File: src/rtl/mips_ctrl_pipe_if.sv
// Decode/execute control bundle for mips_ctrl_pipe: decode-side inputs, EX-stage control outputs,
// and a debug view of the controller state.
interface mips_ctrl_pipe_if #(
  parameter int SHAMT_W = 5
) ();
  // Handshake: instr_valid is the offer and stall_FETCH is the inverse of ready. An instruction is
  // accepted on a rising edge where instr_valid=1 and stall_FETCH=0. While stall_FETCH=1 the upstream
  // stage holds instruction_ID stable and the EX slot receives a bubble.
  logic              instr_valid;
  logic [31:0]       instruction_ID;
  logic              zero_EX;
  logic [3:0]        alu_op;
  logic [SHAMT_W-1:0] shamt_EX;
  logic [1:0]        regsel_EX;
  logic              enhilo_EX;
  logic              regwrite_EX;
  logic              rdrt_EX;
  logic [1:0]        alu_src_EX;
  logic              pc_src_EX;
  logic              stall_FETCH;
  logic              gpio_out_en;
  logic              gpio_in_en;
  logic              illegal_EX;
  logic [1:0]        dbg_state;

  modport master (
    output instr_valid, instruction_ID, zero_EX,
    input  alu_op, shamt_EX, regsel_EX, enhilo_EX, regwrite_EX, rdrt_EX, alu_src_EX,
    input  pc_src_EX, stall_FETCH, gpio_out_en, gpio_in_en, illegal_EX, dbg_state
  );

  modport slave (
    input  instr_valid, instruction_ID, zero_EX,
    output alu_op, shamt_EX, regsel_EX, enhilo_EX, regwrite_EX, rdrt_EX, alu_src_EX,
    output pc_src_EX, stall_FETCH, gpio_out_en, gpio_in_en, illegal_EX, dbg_state
  );
endinterface

File: src/rtl/mips_ctrl_pipe.sv
// MIPS decode-to-EX control stage with branch squash and HI/LO multiply interlock.
// Optional GPIO strobes on shamt=0 srl/sra are enabled by defining MIPS_CTRL_GPIO_EN.
module mips_ctrl_pipe #(
  parameter int SHAMT_W     = 5,
  parameter int MULT_CYCLES = 4
) (
  input logic             clk,
  input logic             rst,
  mips_ctrl_pipe_if.slave bus
);
  typedef enum logic [1:0] {
    RUN       = 2'd0,
    BR_SQUASH = 2'd1,
    MUL_WAIT  = 2'd2
  } state_t;

  typedef struct packed {
    logic [3:0]         alu_op;
    logic [SHAMT_W-1:0] shamt;
    logic [1:0]         regsel;
    logic               enhilo;
    logic               regwrite;
    logic               rdrt;
    logic [1:0]         alu_src;
    logic               illegal;
    logic               is_bne;
  } ex_t;

  localparam logic [3:0] MULT_LOAD = 4'(MULT_CYCLES);

  state_t             state, state_next;
  ex_t                dec, ex_q;
  logic               hilo_dep;
  logic [3:0]         busy_cnt, busy_next;
  logic               taken, hazard, stall, issue;
  logic [5:0]         opcode, funct;
  logic [SHAMT_W-1:0] shamt_f;

  assign opcode  = bus.instruction_ID[31:26];
  assign funct   = bus.instruction_ID[5:0];
  assign shamt_f = bus.instruction_ID[6+SHAMT_W-1:6];

`ifdef MIPS_CTRL_GPIO_EN
  logic dec_gpio_out, dec_gpio_in, gpio_out_q, gpio_in_q;
`endif

  always_comb begin
    dec      = '0;
    hilo_dep = 1'b0;
`ifdef MIPS_CTRL_GPIO_EN
    dec_gpio_out = 1'b0;
    dec_gpio_in  = 1'b0;
`endif
    case (opcode)
      6'b000000: begin
        case (funct)
          6'b100000, 6'b100001: begin dec.alu_op = 4'b0100; dec.regwrite = 1'b1; end
          6'b100010, 6'b100011: begin dec.alu_op = 4'b0101; dec.regwrite = 1'b1; end
          6'b100100: begin dec.alu_op = 4'b0000; dec.regwrite = 1'b1; end
          6'b100101: begin dec.alu_op = 4'b0001; dec.regwrite = 1'b1; end
          6'b100111: begin dec.alu_op = 4'b0010; dec.regwrite = 1'b1; end
          6'b100110: begin dec.alu_op = 4'b0011; dec.regwrite = 1'b1; end
          6'b101010: begin dec.alu_op = 4'b1100; dec.regwrite = 1'b1; end
          6'b101011: begin dec.alu_op = 4'b1101; dec.regwrite = 1'b1; end
          6'b011000: begin dec.alu_op = 4'b0110; dec.enhilo = 1'b1; hilo_dep = 1'b1; end
          6'b011001: begin dec.alu_op = 4'b0111; dec.enhilo = 1'b1; hilo_dep = 1'b1; end
          6'b010000: begin dec.regsel = 2'd1; dec.regwrite = 1'b1; hilo_dep = 1'b1; end
          6'b010010: begin dec.regsel = 2'd2; dec.regwrite = 1'b1; hilo_dep = 1'b1; end
          // The all-zero word is the canonical NOP and stays a bubble.
          6'b000000: begin
            if (bus.instruction_ID != 32'd0) begin
              dec.alu_op   = 4'b1000;
              dec.shamt    = shamt_f;
              dec.regwrite = 1'b1;
            end
          end
          6'b000010: begin
`ifdef MIPS_CTRL_GPIO_EN
            if (shamt_f == '0) begin
              dec_gpio_out = 1'b1;
            end else begin
              dec.alu_op   = 4'b1001;
              dec.shamt    = shamt_f;
              dec.regwrite = 1'b1;
            end
`else
            dec.alu_op   = 4'b1001;
            dec.shamt    = shamt_f;
            dec.regwrite = 1'b1;
`endif
          end
          6'b000011: begin
`ifdef MIPS_CTRL_GPIO_EN
            if (shamt_f == '0) begin
              dec_gpio_in  = 1'b1;
              dec.regwrite = 1'b1;
            end else begin
              dec.alu_op   = 4'b1010;
              dec.shamt    = shamt_f;
              dec.regwrite = 1'b1;
            end
`else
            dec.alu_op   = 4'b1010;
            dec.shamt    = shamt_f;
            dec.regwrite = 1'b1;
`endif
          end
          default: dec.illegal = 1'b1;
        endcase
      end
      6'b001000, 6'b001001: begin
        dec.alu_op = 4'b0100; dec.alu_src = 2'd1; dec.rdrt = 1'b1; dec.regwrite = 1'b1;
      end
      6'b001101: begin
        dec.alu_op = 4'b0001; dec.alu_src = 2'd2; dec.rdrt = 1'b1; dec.regwrite = 1'b1;
      end
      6'b001111: begin
        dec.alu_op   = 4'b1000;
        dec.shamt    = SHAMT_W'(16);
        dec.alu_src  = 2'd2;
        dec.rdrt     = 1'b1;
        dec.regwrite = 1'b1;
      end
      6'b000101: begin dec.alu_op = 4'b0101; dec.is_bne = 1'b1; end
      default:   dec.illegal = 1'b1;
    endcase
  end

  // A squash slot discards the decoded instruction rather than holding it, so the
  // interlock only stalls outside BR_SQUASH; a taken branch wins over the interlock.
  always_comb begin
    state_next = state;
    busy_next  = busy_cnt;
    taken      = ex_q.is_bne && !bus.zero_EX && (state != BR_SQUASH);
    hazard     = bus.instr_valid && hilo_dep && (busy_cnt != 4'd0) && (state != BR_SQUASH);
    stall      = taken || hazard;
    issue      = bus.instr_valid && !stall && (state != BR_SQUASH);
    if (issue && dec.enhilo) begin
      busy_next = MULT_LOAD;
    end else if (busy_cnt != 4'd0) begin
      busy_next = busy_cnt - 4'd1;
    end
    if (taken) begin
      state_next = BR_SQUASH;
    end else if (busy_next != 4'd0) begin
      state_next = MUL_WAIT;
    end else begin
      state_next = RUN;
    end
  end

  always_ff @(posedge clk) begin
    if (rst) begin
      state    <= RUN;
      busy_cnt <= 4'd0;
      ex_q     <= '0;
    end else begin
      state    <= state_next;
      busy_cnt <= busy_next;
      ex_q     <= issue ? dec : '0;
    end
  end

`ifdef MIPS_CTRL_GPIO_EN
  always_ff @(posedge clk) begin
    if (rst) begin
      gpio_out_q <= 1'b0;
      gpio_in_q  <= 1'b0;
    end else begin
      gpio_out_q <= issue && dec_gpio_out;
      gpio_in_q  <= issue && dec_gpio_in;
    end
  end
  assign bus.gpio_out_en = gpio_out_q;
  assign bus.gpio_in_en  = gpio_in_q;
`else
  assign bus.gpio_out_en = 1'b0;
  assign bus.gpio_in_en  = 1'b0;
`endif

  assign bus.alu_op      = ex_q.alu_op;
  assign bus.shamt_EX    = ex_q.shamt;
  assign bus.regsel_EX   = ex_q.regsel;
  assign bus.enhilo_EX   = ex_q.enhilo;
  assign bus.regwrite_EX = ex_q.regwrite;
  assign bus.rdrt_EX     = ex_q.rdrt;
  assign bus.alu_src_EX  = ex_q.alu_src;
  assign bus.illegal_EX  = ex_q.illegal;
  assign bus.pc_src_EX   = taken;
  assign bus.stall_FETCH = stall;
  assign bus.dbg_state   = state;
endmodule

File: src/flat_wrapper.sv
// flat-port wrapper written by rule: the top's interface ports become plain ports
module mips_ctrl_pipe_flat 
#(
  parameter int SHAMT_W     = 5,
  parameter int MULT_CYCLES = 4
)
  (clk, rst, bus_instr_valid, bus_instruction_ID, bus_zero_EX, bus_alu_op, bus_shamt_EX, bus_regsel_EX, bus_enhilo_EX, bus_regwrite_EX, bus_rdrt_EX, bus_alu_src_EX, bus_pc_src_EX, bus_stall_FETCH, bus_gpio_out_en, bus_gpio_in_en, bus_illegal_EX, bus_dbg_state);
  mips_ctrl_pipe_if #(.SHAMT_W(SHAMT_W)) bus_i ();
  input logic clk;
  input logic rst;
  input wire logic [$bits(bus_i.instr_valid)-1:0] bus_instr_valid;
  input wire logic [$bits(bus_i.instruction_ID)-1:0] bus_instruction_ID;
  input wire logic [$bits(bus_i.zero_EX)-1:0] bus_zero_EX;
  output wire logic [$bits(bus_i.alu_op)-1:0] bus_alu_op;
  output wire logic [$bits(bus_i.shamt_EX)-1:0] bus_shamt_EX;
  output wire logic [$bits(bus_i.regsel_EX)-1:0] bus_regsel_EX;
  output wire logic [$bits(bus_i.enhilo_EX)-1:0] bus_enhilo_EX;
  output wire logic [$bits(bus_i.regwrite_EX)-1:0] bus_regwrite_EX;
  output wire logic [$bits(bus_i.rdrt_EX)-1:0] bus_rdrt_EX;
  output wire logic [$bits(bus_i.alu_src_EX)-1:0] bus_alu_src_EX;
  output wire logic [$bits(bus_i.pc_src_EX)-1:0] bus_pc_src_EX;
  output wire logic [$bits(bus_i.stall_FETCH)-1:0] bus_stall_FETCH;
  output wire logic [$bits(bus_i.gpio_out_en)-1:0] bus_gpio_out_en;
  output wire logic [$bits(bus_i.gpio_in_en)-1:0] bus_gpio_in_en;
  output wire logic [$bits(bus_i.illegal_EX)-1:0] bus_illegal_EX;
  output wire logic [$bits(bus_i.dbg_state)-1:0] bus_dbg_state;
  assign bus_i.instr_valid = bus_instr_valid;
  assign bus_i.instruction_ID = bus_instruction_ID;
  assign bus_i.zero_EX = bus_zero_EX;
  assign bus_alu_op = bus_i.alu_op;
  assign bus_shamt_EX = bus_i.shamt_EX;
  assign bus_regsel_EX = bus_i.regsel_EX;
  assign bus_enhilo_EX = bus_i.enhilo_EX;
  assign bus_regwrite_EX = bus_i.regwrite_EX;
  assign bus_rdrt_EX = bus_i.rdrt_EX;
  assign bus_alu_src_EX = bus_i.alu_src_EX;
  assign bus_pc_src_EX = bus_i.pc_src_EX;
  assign bus_stall_FETCH = bus_i.stall_FETCH;
  assign bus_gpio_out_en = bus_i.gpio_out_en;
  assign bus_gpio_in_en = bus_i.gpio_in_en;
  assign bus_illegal_EX = bus_i.illegal_EX;
  assign bus_dbg_state = bus_i.dbg_state;
  mips_ctrl_pipe #(.SHAMT_W(SHAMT_W), .MULT_CYCLES(MULT_CYCLES)) u_core (.clk(clk), .rst(rst), .bus(bus_i));
endmodule
File: config.mk
export PLATFORM = sky130hd
export DESIGN_NAME = mips_ctrl_pipe_flat
export DESIGN_NICKNAME = d
export VERILOG_FILES = /design/src/rtl/mips_ctrl_pipe_if.sv /design/src/rtl/mips_ctrl_pipe.sv /design/src/flat_wrapper.sv
export SDC_FILE = /design/constraint.sdc
export NUM_CORES = 1
export LEC_CHECK = 0
export CAP_MARGIN = 30
export CORE_MARGIN = 2
export CORE_UTILIZATION = 30
export CTS_BUF_LIST = sky130_fd_sc_hd__clkbuf_16
export CTS_CLUSTER_SIZE = 10
export DETAILED_ROUTE_END_ITERATION = 16
export PLACE_DENSITY = 0.58
export SLEW_MARGIN = 20
export SYNTH_ARGS = -nofsm -noshare
export SYNTH_HDL_FRONTEND = slang
export SYNTH_SLANG_ARGS = --single-unit
File: constraint.sdc
create_clock -name clk -period 2.5 [get_ports clk]
set_clock_uncertainty 0.05 [all_clocks]
set_input_delay 0.5 -clock clk [delete_from_list [all_inputs] [get_ports clk]]
set_output_delay 0.5 -clock clk [all_outputs]
set_load 0.02 [all_outputs]
# == Word-level counts from Yosys, hierarchy flattened ==
# Cells that the tools add are included.
# op_classes
add_sub_neg,1
n_eq_ne,22
n_mux,21
bitwise,2
n_reduce_logical,30
# ops
op,count
"6-bit equality test, second input constant",10
4-bit case mux with 12 select lines,1
32-bit nonzero test,1
"6-bit by 4-bit equality test with 1-bit output, second input constant",4
"6-bit by 5-bit equality test with 1-bit output, second input constant",4
4-bit case mux with 5 select lines,1
5-bit case mux with 2 select lines,2
17-bit OR reduction,1
2-bit OR reduction,8
14-bit OR reduction,1
"6-bit by 2-bit equality test with 1-bit output, second input constant",2
6-bit logical NOT,2
9-bit 2-to-1 mux,1
1-bit logical AND,8
1-bit 2-to-1 mux,8
4-bit 2-to-1 mux,2
4-bit nonzero test,2
4-bit OR reduction,2
"6-bit by 3-bit equality test with 1-bit output, second input constant",1
1-bit case mux with 2 select lines,3
3-bit case mux with 2 select lines,1
5-bit OR reduction,1
2-bit case mux with 2 select lines,1
"4-bit by 1-bit subtractor with 4-bit output, second input constant",1
other kinds (6),8
# word_totals
ff_bits,24
input_bits,36
out_inout_bits,23
wordCells,88

# == Longest topological paths before layout ==
# depth
depth_word,16
depth_mapped,7
depth_no_buf,7

# == Worst setup path after synthesis ==
# No wires, ideal clock.
# synth_timing
path_kind,input to output
startpoint,in bus_instruction_ID[1]
endpoint,out bus_stall_FETCH
arrival_ps,1687
required_time_ps,1950
slack_ps,263
path_stages,4
path_buffers,1
path_cell_list,clkbuf_1 -> mux2i_1 -> nand4b_4 -> o31ai_1
# synth_between
elab_chain_len,8
word_cells_on_any_way,11
classes_between,eq/ne (4); mux (2); reduce/logical (5)
# synth_lines
element,line_no,text
start: declaration,flat_wrapper.sv:12,input wire logic [$bits(bus_i.instruction_ID)-1:0] bus_instruction_ID;
6-bit by 5-bit equality test with 1-bit output,mips_ctrl_pipe.sv:56,case (funct)
4-bit OR reduction (no source line) (*),--,
1-bit 2-to-1 mux (*),mips_ctrl_pipe.sv:56,
1-bit 2-to-1 mux (*),mips_ctrl_pipe.sv:54,case (opcode)
1-bit logical AND (*) (3 in a row),mips_ctrl_pipe.sv:135,hazard = bus.instr_valid && hilo_dep && (busy_cnt != 4'd0) && (state != BR_SQUASH);
1-bit logical OR (*),mips_ctrl_pipe.sv:136,stall = taken || hazard;
end: declaration,flat_wrapper.sv:22,output wire logic [$bits(bus_i.stall_FETCH)-1:0] bus_stall_FETCH;
# Mark *: on every way between the ends. The rest lies on a longest branch, timed or not.

# == Worst setup path in the final report ==
# layout_timing
startpoint,in bus_instruction_ID[3]
endpoint,out bus_stall_FETCH
# Same word-level chain as after synthesis.

==> out/metrics.cfg <==
[run_status]
outcome=complete, no violations

[floorplan]
placementRows=25
num_io_pins=59
dieArea_um2=5455
fp.dieH_um=73.86
core-area_um2=4723
start_util_pct=30.99
die-width_um=73.86

[grt]
antenna_found_initial=0
grt-ovfl-total=0
grtUsageTotal_pct=13.16
grt_pass1_wl_um=5637
grt_max_degree=15
grt_pass1_vias=1292

[power]
internal_power_mw=0.9806
peakVddDrop_uv=214.4
total_power_mw=1.322
power_frac_seq_pct=33.5
pwr-share-comb_pct=32.3
power_switching_mw=0.3416
switching_share_pct=25.83
clock_power_share_pct=34.2
power-per-cell-area_nw_per_um2=579.4
p_leak_nw=0.8592

[layout]
fin_cells=310
final_util_pct=48.32
final-seq-area_um2=480.5
drive_gt1_share_pct=19.34
nFillCells=483
final_area_um2=2282
num_antenna_cells=0
multi_input_area_um2=813.3
nNetsFinal=281
area_delta_synth_final_pct=55.90

[routing]
antenna_left=0
drt_iter0_markers=60
drc_errors=0
first_pass_iters=4
vias=1427
routed_wl_um=3518
wl_per_cell_um=11.35
via_per_inst=4.603

[timing]
hold_violations=0
period_share_pct=97.43
whs_ns=0.5062
drv_slew=0
rsz0062_at_grt=false
setup_slack_ns=0.06429
setup_viol=0
fin_tns_setup_ns=0
period_minus_slack_ns=2.436
max_freq_mhz=410.6

[synth]
synthSimpleGateAreaFrac_pct=34.62
syn_inst=178
synth_compound_area_share_pct=14.36
yosys.area_share.adder_pct=1.538
syn_avg_cell_area_um2=8.224
synth_edf_count=0
synth_flop_cell=dfxtp_1
ys_types=51
ys_seq_area_share_pct=32.82
ys_ff_latch=24
muxShareOfSynthArea_pct=2.735
syn_area_um2=1464
async_flop_share_pct=0
yosysWarnings=0
synth_xor_area_share_pct=1.197
synth_top_family_by_area=simple AND/OR/NAND/NOR gates

[critical_path]
cp-start-kind=input pin
crit_required_ns=1.95
crit_arrival_ns=1.89
critPathMaxFanout=2
end_kind=output port
critPathKind=input pin to output port

[job]
cap_violations=0

[place]
postPlaceCellArea_um2=2173
pre_cts_slack_ns=-0.4472
port_buffers=56
dpl.cell_count=306
gp_congestion=0.7625
hpwl_um=2950

[clock_network]
cts_setup_buffers=0
path_clk_slew_ns=0.06
numCtsBuffers=3
root_buffer=clkbuf_16
cts_tree=yes
h-tree-depth=1
clock_latency_ns=0.26
cts_sinks=24
clock_path_buffers=2

[hold_path]
hp-class=register to register

[flip-flops by register name (all words and copies together) (netlist names)]
signal and flops:
u_core.bus.alu_src_EX 2, u_core.bus.shamt_EX 5, u_core.bus.dbg_state 2, u_core.busy_cnt 4, u_core.bus.illegal_EX 1, u_core.bus.rdrt_EX 1
u_core.ex_q 1, u_core.bus.regwrite_EX 1, u_core.bus.alu_op 4, u_core.bus.regsel_EX 2, u_core.bus.enhilo_EX 1
[path summary, 6_finish.rpt]
path	to	slack (ns)	start	depth (start not counted)
max	bus_stall_FETCH	0.06	bus_instruction_ID[3]	5
min	u_core.busy_cnt[2]	0.51	u_core.busy_cnt[3]	2
max reg2reg	u_core.bus.dbg_state[1]	0.48	u_core.busy_cnt[0]	8
min reg2reg	u_core.busy_cnt[2]	0.51	u_core.busy_cnt[3]	2
[per-layer routing]
metal | track usage, % | wire, µm | up-vias
met1 | 16.72 | 1610 | 631
li1 | - | - | 746
met5 | 0 | 0 | -
met3 | 2.332 | 238 | 4
met4 | 4.848 | 32 | 0
met2 | 22.12 | 1636 | 46
[kinds of logic (layout without fill, tap and decap cells)]
| group | after synthesis | in the layout |
|---|---|---|
| and+or+nand+nor | 84 | 84 |
| buffers and inverters | 32 | 96 |
| AOI/OAI and AO/OA | 29 | 29 |
| DFF | 24 | 24 |
| muxes | 4 | 4 |
| adders and majority gates | 2 | 2 |
| xor gates and xnor gates | 2 | 2 |
| other | 1 | 2 |
[synth_stat cells (all sizes together) (3+ instances only)]
master	n	share of area (%)
nor3	9	3.4
dfxtp	24	33
and2	5	2.1
nand2b	8	3.4
buf	20	9.4
clkbuf	5	1.3
o211ai	3	1.5
nand2	16	4.3
nor4	9	4.3
nand3	5	1.7
mux2i	4	2.7
nor2	13	3.3
o21ai	3	1.3
nand4b	3	2.8
o31ai	3	1.5
a21oi	9	3.1
nor2b	4	1.7
inv	7	1.8
[layout make-up]
cell class / count / area share, %
Clock buffer: 3 / 3.289
Multi-Input combinational cell: 123 / 35.64
Sequential cell: 24 / 21.05
Clock inverter: 1 / 1.316
Inverter: 7 / 1.151
Timing Repair Buffer: 85 / 33.88
Tap cell: 67 / 3.673
[layout by cell type, fill, tap and decap left out, types with 2 or more instances in the layout]
cell	count
clkdlybuf4s50_1	55
buf_4	29
dfxtp_1	24
nand2_1	15
nor2_1	13
a21oi_1	9
nand2b_1	8
nor3_1	8
nor4_1	8
inv_1	7
nand3_1	5
nor2b_1	4
and2_1	4
mux2i_1	3
o211ai_1	3
clkbuf_16	3
nor4bb_1	2
o31ai_1	2
o21ai_0	2
nand4b_1	2
nand3b_1	2
conb_1	2
[worst max-delay path, cell delays in order]
cell	delay (ns)
clkdlybuf4s50_1	0.51
mux2i_2	0.27
nand4b_4	0.14
o31ai_2	0.27
buf_2	0.21
[what timing repair did]
item	4_1_cts	5_1_grt
setup endpoints to repair	1	0
resized for setup	7	0
hold buffers	0	0
[power by group through the flow]
| stage | Sequential [mW] | Clock [mW] | Combinational [mW] |
|---|---|---|---|
| 2_1_floorplan | 0.462 | 0 | 0.232 |
| 3_5_place_dp | 0.452 | 0 | 0.428 |
| 3_3_place_gp | 0.450 | 0 | 0.423 |
| 6_report | 0.443 | 0.452 | 0.427 |
| 4_1_cts | 0.443 | 0.460 | 0.431 |
| 5_1_grt | 0.446 | 0.477 | 0.474 |
Note: power is estimated with default switching activity, not from simulation.
